### config.mk
export PLATFORM = sky130hd
export DESIGN_NAME = sha256_msg_sequencer
export DESIGN_NICKNAME = d
export VERILOG_FILES = /design/src/rtl/sha256_pkg.sv /design/src/rtl/sha256_pad_block.sv /design/src/rtl/sha256_msg_sequencer.sv
export SDC_FILE = /design/constraint.sdc
export NUM_CORES = 2
export LEC_CHECK = 0
export ABC_AREA = 1
export CAP_MARGIN = 20
export CORE_AREA = 2 2 505 507
export CTS_CLUSTER_DIAMETER = 50
export DETAILED_ROUTE_END_ITERATION = 10
export DIE_AREA = 0 0 507 509
export PLACE_DENSITY = 0.54
export SYNTH_ARGS = -nofsm -noshare
export SYNTH_HDL_FRONTEND = slang
export SYNTH_SLANG_ARGS = --single-unit
### constraint.sdc
create_clock -name clk -period 104.3 [get_ports clk]
set_input_delay 20.86 -clock clk [delete_from_list [all_inputs] [get_ports clk]]
set_output_delay 20.86 -clock clk [all_outputs]
set_load 0.01 [all_outputs]
### src/rtl/sha256_pkg.sv
// Shared SHA-256 constants and controller encodings for the message sequencer and core.
package sha256_pkg;

  localparam int unsigned BLOCK_W     = 512;
  localparam int unsigned DIGEST_W    = 256;
  localparam int unsigned BLOCK_BYTES = 64;
  localparam int unsigned PAD_THRESH  = 55;
  localparam int unsigned LEN_BITS    = 64;

  localparam logic [7:0] PAD_BYTE = 8'h80;

  localparam logic [DIGEST_W-1:0] IV = {
    32'h6a09e667, 32'hbb67ae85, 32'h3c6ef372, 32'ha54ff53a,
    32'h510e527f, 32'h9b05688c, 32'h1f83d9ab, 32'h5be0cd19
  };

  typedef enum logic [2:0] {
    ST_IDLE,
    ST_FILL,
    ST_PAD,
    ST_ISSUE,
    ST_WAIT_LOW,
    ST_WAIT_DONE,
    ST_OUT
  } state_t;

  typedef enum logic [1:0] {
    AFT_FILL,
    AFT_LEN,
    AFT_OUT
  } after_t;

endpackage

### src/rtl/sha256_pad_block.sv
// Builds the final padded block and the optional length-only block from a partial buffer.
module sha256_pad_block
  import sha256_pkg::*;
(
  input  logic [BLOCK_W-1:0]  blk_buf,
  input  logic [6:0]          p,
  input  logic [LEN_BITS-1:0] bitlen,
  output logic [BLOCK_W-1:0]  final_blk,
  output logic [BLOCK_W-1:0]  len_blk,
  output logic                need_len
);

  always_comb begin
    final_blk = '0;
    len_blk   = '0;
    need_len  = (p > 7'(PAD_THRESH));
    // Keep message bytes below p, marker at p, zeros above (stale buffer bytes masked).
    for (int i = 0; i < int'(BLOCK_BYTES); i++) begin
      if (7'(i) < p) begin
        final_blk[BLOCK_W-1-8*i -: 8] = blk_buf[BLOCK_W-1-8*i -: 8];
      end else if (7'(i) == p) begin
        final_blk[BLOCK_W-1-8*i -: 8] = PAD_BYTE;
      end
    end
    if (!need_len) begin
      final_blk[LEN_BITS-1:0] = bitlen;
    end
    len_blk[LEN_BITS-1:0] = bitlen;
    // A completely full buffer leaves no room for the marker, so it opens the length block.
    if (p == 7'(BLOCK_BYTES)) begin
      len_blk[BLOCK_W-1 -: 8] = PAD_BYTE;
    end
  end

endmodule

### src/rtl/sha256_msg_sequencer.sv
// Byte-stream front end for sha256_core: block assembly, padding, chaining and digest handoff.
module sha256_msg_sequencer
  import sha256_pkg::*;
#(
  parameter int unsigned LEN_W = 64
) (
  input  logic                clk,
  input  logic                rst,
  input  logic                in_valid,
  input  logic [7:0]          in_data,
  input  logic                in_last,
  output logic                in_ready,
  output logic                dig_valid,
  input  logic                dig_ready,
  output logic [DIGEST_W-1:0] digest,
  output logic                busy,
  output logic                core_start,
  output logic [BLOCK_W-1:0]  core_block,
  output logic [DIGEST_W-1:0] core_hash_init,
  output logic                core_use_init,
  input  logic [DIGEST_W-1:0] core_hash_out,
  input  logic                core_ready
);

  localparam int unsigned CNT_W = LEN_W - 3;

  state_t               state;
  after_t               after;
  logic [5:0]           idx;
  logic [6:0]           p;
  logic [CNT_W-1:0]     byte_cnt;
  logic                 first;
  logic [BLOCK_W-1:0]   blk_buf;
  logic [DIGEST_W-1:0]  chain;

  logic [LEN_W-1:0]     bitlen_full;
  logic [LEN_BITS-1:0]  bitlen;
  logic [BLOCK_W-1:0]   final_blk;
  logic [BLOCK_W-1:0]   len_blk;
  logic                 need_len;
  logic                 accept;

  assign bitlen_full = {byte_cnt, 3'b000};
  assign bitlen      = LEN_BITS'(bitlen_full);
  assign accept      = in_valid & in_ready;

  sha256_pad_block u_pad (
    .blk_buf   (blk_buf),
    .p         (p),
    .bitlen    (bitlen),
    .final_blk (final_blk),
    .len_blk   (len_blk),
    .need_len  (need_len)
  );

  always_ff @(posedge clk or posedge rst) begin
    if (rst) begin
      state          <= ST_IDLE;
      after          <= AFT_FILL;
      idx            <= '0;
      p              <= '0;
      byte_cnt       <= '0;
      first          <= 1'b1;
      blk_buf        <= '0;
      chain          <= '0;
      in_ready       <= 1'b0;
      dig_valid      <= 1'b0;
      digest         <= '0;
      busy           <= 1'b0;
      core_start     <= 1'b0;
      core_block     <= '0;
      core_hash_init <= '0;
      core_use_init  <= 1'b0;
    end else begin
      case (state)
        ST_IDLE: begin
          in_ready <= 1'b1;
          state    <= ST_FILL;
        end

        ST_FILL: begin
          if (accept) begin
            for (int i = 0; i < int'(BLOCK_BYTES); i++) begin
              if (idx == 6'(i)) blk_buf[BLOCK_W-1-8*i -: 8] <= in_data;
            end
            idx      <= idx + 6'd1;
            byte_cnt <= byte_cnt + CNT_W'(1);
            busy     <= 1'b1;
            if (in_last) begin
              p        <= 7'(idx) + 7'd1;
              in_ready <= 1'b0;
              state    <= ST_PAD;
            end else if (idx == 6'd63) begin
              // The byte landing this cycle is not in blk_buf yet, so splice it in directly.
              in_ready       <= 1'b0;
              core_block     <= {blk_buf[BLOCK_W-1:8], in_data};
              core_hash_init <= chain;
              core_use_init  <= ~first;
              core_start     <= 1'b1;
              after          <= AFT_FILL;
              state          <= ST_ISSUE;
            end
          end
        end

        ST_PAD: begin
          core_block     <= final_blk;
          core_hash_init <= chain;
          core_use_init  <= ~first;
          core_start     <= 1'b1;
          after          <= need_len ? AFT_LEN : AFT_OUT;
          state          <= ST_ISSUE;
        end

        ST_ISSUE: begin
          core_start <= 1'b0;
          state      <= ST_WAIT_LOW;
        end

        // core_ready may still be high from the previous block here.
        ST_WAIT_LOW: begin
          state <= ST_WAIT_DONE;
        end

        ST_WAIT_DONE: begin
          if (core_ready) begin
            chain <= core_hash_out;
            first <= 1'b0;
            case (after)
              AFT_FILL: begin
                idx      <= '0;
                in_ready <= 1'b1;
                state    <= ST_FILL;
              end
              AFT_LEN: begin
                core_block     <= len_blk;
                core_hash_init <= core_hash_out;
                core_use_init  <= 1'b1;
                core_start     <= 1'b1;
                after          <= AFT_OUT;
                state          <= ST_ISSUE;
              end
              default: begin
                digest    <= core_hash_out;
                dig_valid <= 1'b1;
                state     <= ST_OUT;
              end
            endcase
          end
        end

        ST_OUT: begin
          if (dig_ready) begin
            dig_valid <= 1'b0;
            busy      <= 1'b0;
            idx       <= '0;
            byte_cnt  <= '0;
            first     <= 1'b1;
            in_ready  <= 1'b1;
            state     <= ST_FILL;
          end
        end

        default: begin
          state <= ST_IDLE;
        end
      endcase
    end
  end

endmodule

== Word-level counts from Yosys, hierarchy flattened ==
Index checks and enable logic that the tools add are counted.
Storage, ports and cells
  register bits: 1877
  latch bits: 0
  bits in writable memories: 0
  memory bits (read-only): 0
  input port bits: 270
  output and inout bits: 1029
  word-level logic and storage cells: 568
  memories: 0
Cells by class
  add/subtract/negate cells: 3
  multipliers: 0
  divide/modulo/power cells: 0
  $lt $le $gt $ge: 65
  equality and inequality tests: 143
  shift operators: 0
  muxes and demuxes: 189
  bitwise gates (word level): 3
  reduce and logical (&&, ||, !) cells: 86
Operators by type and width (number)
  $mux 512: 5
  $pmux 512 s3: 1
  $mux 256: 5
  $mux 8: 129
  $pmux 256 s3: 1
  $eq 6x7->1 const A: 32
  $lt 6x7->1 const A: 32
  $reduce_and 3->1: 68
  $eq 6x6->1 const B: 32
  $mux 61: 2
  $pmux 61 s2: 1
  $eq 5x7->1 const A: 16
  $lt 5x7->1 const A: 16
  $eq 6x5->1 const B: 16
  $mux 64: 1
  $add 61x1->61 const B: 1
  $eq 4x7->1 const A: 8
  $lt 4x7->1 const A: 8
  $eq 6x4->1 const B: 8
  $eq 3x7->1 const A: 4
  $lt 3x7->1 const A: 4
  $eq 6x3->1 const B: 4
  $mux 6: 4
  $pmux 3 s7: 1
  other kinds (39): 90

== Depth between registers and ports, before layout ==
  word-level depth: 5
  gate-level depth with buffers: 13
  depth with buffers taken out: 11

== Cells and area by module ==
A second synthesis with hierarchy kept.
Unflattened totals
  cells, all modules: 11623
  area total of the unflattened synthesis: 89976.3 um^2
Modules (own cells, without submodules)
  sha256_msg_sequencer: times used 1, cells each 9765, area an instance 80808.8 um^2
  sha256_pad_block: times used 1, cells each 1858, area an instance 9167.5 um^2

== Worst setup path after synthesis ==
Ideal clock, no wire load.
  path type: input to register
  from: input in_valid
  to: register blk_buf[136]
  setup time: 0.133 ns
  data arrival time: 21.982 ns
  data required time: 104.167 ns
  slack: 82.185 ns
  stages on the path: 9
  path through: nand2_1 inv_1 nand2_4 nor3_4 buf_2 nand2_1 clkbuf_1 nand2_1 o21ai_0
On the way
  word-level cells in the longest chain between the ends: 2
Ends and longest elaborated chain
  start, declared: line sha256_msg_sequencer.sv:9  | input logic in_valid,
  $and 1x1->1: line sha256_msg_sequencer.sv:45  | assign accept = in_valid & in_ready;
  $reduce_and 3->1 (no line)
  end signal, assigned by index: line sha256_msg_sequencer.sv:84  | if (idx == 6'(i)) blk_buf[BLOCK_W-1-8*i -: 8] <= in_data;
  end, declared: line sha256_msg_sequencer.sv:33  | logic [BLOCK_W-1:0] blk_buf;
Every way passes these cells.
A chain may end at the register's enable or synchronous reset.

==> reports/metrics.yaml <==
die_h_microns: 509
critPathMaxFanout: 106
synth_area_sq_um: 76700
worst-setup-path-type: "in -> async"
rsz0062_at_grt: "no"
powerDensity_nw_per_um2: 26.4
synth_commonest_cells: "3,441 x nand2_1, 1,876 x dfrtp_1, 1,463 x o21ai_0"
hold_violations: 0
netlist.area_leader.share_pct: 61.2
drt_iter0_drc: 6324
synth_flop_cell: "dfrtp_1"
setup_viol: 0
yosys_register_bits: 1877
r2r-start: "idx[0]"
slowest_stage: "buf_4"
endpoint_kind: "asynchronous set/reset pin"
r2r-end: "core_hash_init[105]"
path_cells: "clkdlybuf4s50_1, inv_8, buf_4, buf_4, buf_4, buf_4, buf_4, buf_4"
crit_top_cell: "buf_4"
finalCritPeriodShare_pct: 24.9
grt_pass1_vias: 62750
p_leak_nw: 46.2
setup_slack_ps: 78370
core_area_sq_um: 253000
post-route-min-period_ps: 25930
worst_setup_path_start_kind: "primary input"
synthArstFlopShare_pct: 100
cp_slowest_stage_delay_ps: 850
cts_tree: "done"
syn_nets: 8990
wirelength_mm: 320
routed-via-count: 65483
fillerInstances: 25248
vdd_drop_max_mv: 0.0218
synth-seq-area-share_pct: 61.3
cts_made_buffers: 227
status: "complete, no violations"
antenna_found_initial: 70
finalPower_mw: 2.64
skew_ps: 92.5
avgSynthCellArea_sq_um: 8.80
synth-edff-count: 0
grt_max_degree: 256
first_pass_iters: 7
required_ps: 105110
worstPathArrival_ps: 26740
ant_nets: 0
die_w_microns: 507
htree_levels: 4
final_util_pct: 39.7
cts_hold_buf: 0
multi_input_area_sq_um: 25600
grt_first_pass_wirelength_mm: 457
clkSinkCount: 1877
critPathTopFamily: "buffers and inverters"
tightest_slew_ps: 1310
start_util_pct: 30.3
hold_depth: 2
ys_top_cells_by_area: "dfrtp_1 61%, nand2_1 17%, o21ai_0 9.5%"
synthCells: 8715
hp-class: "reg -> reg"
slew_violations: 0
routabilityCongestion: 0.923
cts_setup_buffers: 0
dpl.hpwl_mm: 232
synth_cell_types: 43
io_pins: 1299
hold_start: "chain[107]"
yosys_warnings: 0
seqCellArea_sq_um: 47000
worst-path-buf-inv: 8
pre_cts_ws_ps: 77290
finalSetupTns_ps: 0
rows: 185
rrSetupSlack_ps: 98400
drcViolationCount: 0
wl_per_cell_microns: 23.9
drv_cap: 0
max_freq_mhz: 38.6
clk_latency_ps: 900
rr_worst_depth: 12
relSlewSlack_pct: 12.9
dieArea_sq_um: 258000
finalNetCount: 10088
grt_overflow: 0
synth.largest_area_cell: "dfrtp_1"
drive_gt1_share_pct: 5.05
vias_per_cell: 4.89
yosysMostFrequentCell: "nand2_1"
cts_root_buf: "clkbuf_16"
cts_resized: 0
grtUsageTotal_pct: 24.2
hold_end: "core_hash_init[107]"
portBuffers: 1298
clockBufferDepth: 3
clk_pin_slew_ps: 60
syn_to_final_growth_pct: 30.9
where the power goes:
group	switching (mW)	internal (mW)	leakage [nW]
clock network	0.340	0.474	3.77
logic	0.501	0.296	17.1
registers	0.129	0.904	25.4
total	0.971	1.67	46.2
cell usage in the layout, fill, tap and decap left out, types with 28 or more instances in the layout:
| master | netlist | layout |
|---|---|---|
| inv_1 | 477 | 467 |
| nand3_1 | 227 | 227 |
| o21ai_0 | 1463 | 1463 |
| buf_4 | 39 | 70 |
| clkbuf_16 | 0 | 227 |
| dfrtp_1 | 1876 | 1876 |
| a21oi_1 | 36 | 35 |
| clkbuf_8 | 0 | 40 |
| nand2_1 | 3441 | 3439 |
| clkbuf_1 | 358 | 44 |
| clkinv_2 | 0 | 28 |
| o211ai_1 | 272 | 272 |
| clkdlybuf4s50_1 | 0 | 1298 |
| nor2_1 | 237 | 236 |
layer usage:
| layer | global-route usage (%) | part of all wire, % | vias up |
|---|---|---|---|
| li1 | - | - | 30356 |
| met2 | 38.0 | 46 | 2531 |
| met1 | 30.3 | 40 | 31965 |
| met5 | 0 | 0.15 | - |
| met3 | 7.11 | 8.6 | 559 |
| met4 | 12.1 | 5.5 | 72 |
worst register-to-register path: stages (launching register included):
cell and delay (ps):
dfrtp_1 410, ha_1 200, inv_1 100, nor2_4 260, nand3_2 170, o21ai_2 220
nand3_4 620, inv_16 830, buf_4 900, buf_4 790, buf_4 930, o211ai_1 260
nand2_1 120
layout make-up:
class,instances,area share [%]
inverter,486,1.85
antenna,27,0.0673
multi-input combinational,5839,25.6
clock buffer,311,6.37
tap,3366,4.20
timing repair buffer,1382,13.8
sequential,1877,46.8
clock inverter,108,1.40
worst max-delay path by stage:
stage                     start                   to  slack (ps)  cells past startpoint
after floorplan             rst             after[0]       30440                      1
after CTS                   rst          digest[108]       78210                      8
after detailed placement    rst           chain[139]       77290                      8
after global placement      rst           chain[139]       77380                      8
after global routing        rst          digest[108]       77630                      8
final                       rst  core_hash_init[105]       78370                      8
stage by stage:
| stage | instance area (sq um) | hold slack, ps | std cells |
|---|---|---|---|
| after floorplan | 76700 | 447 | 8715 |
| after global placement | 92300 | 460 | 12941 |
| after detailed placement | 92300 | 465 | 12943 |
| after CTS | 100000 | 458 | 13362 |
| after global routing | 100000 | 492 | 13372 |
| final | 100000 | 461 | 13396 |
sequential cells by signal (all words and copies together), names as in the netlist:
signal,cells
busy,1
digest,256
core_hash_init,256
state,3
core_use_init,1
after,2
dig_valid,1
byte_cnt,61
idx,6
core_block,512
core_start,1
in_ready,1
blk_buf,512
p,7
chain,256
first,1
cell families after synthesis:
logic type	count (synthesis)	share of synthesized area, %
flops	1877	61.3
simple gates	3979	20.2
xor+xnor	4	0.0457
fa+ha+maj	5	0.0816
compound gates	1851	13.1
buf+inv	999	5.35
Power figures use the tool's default switching activity.
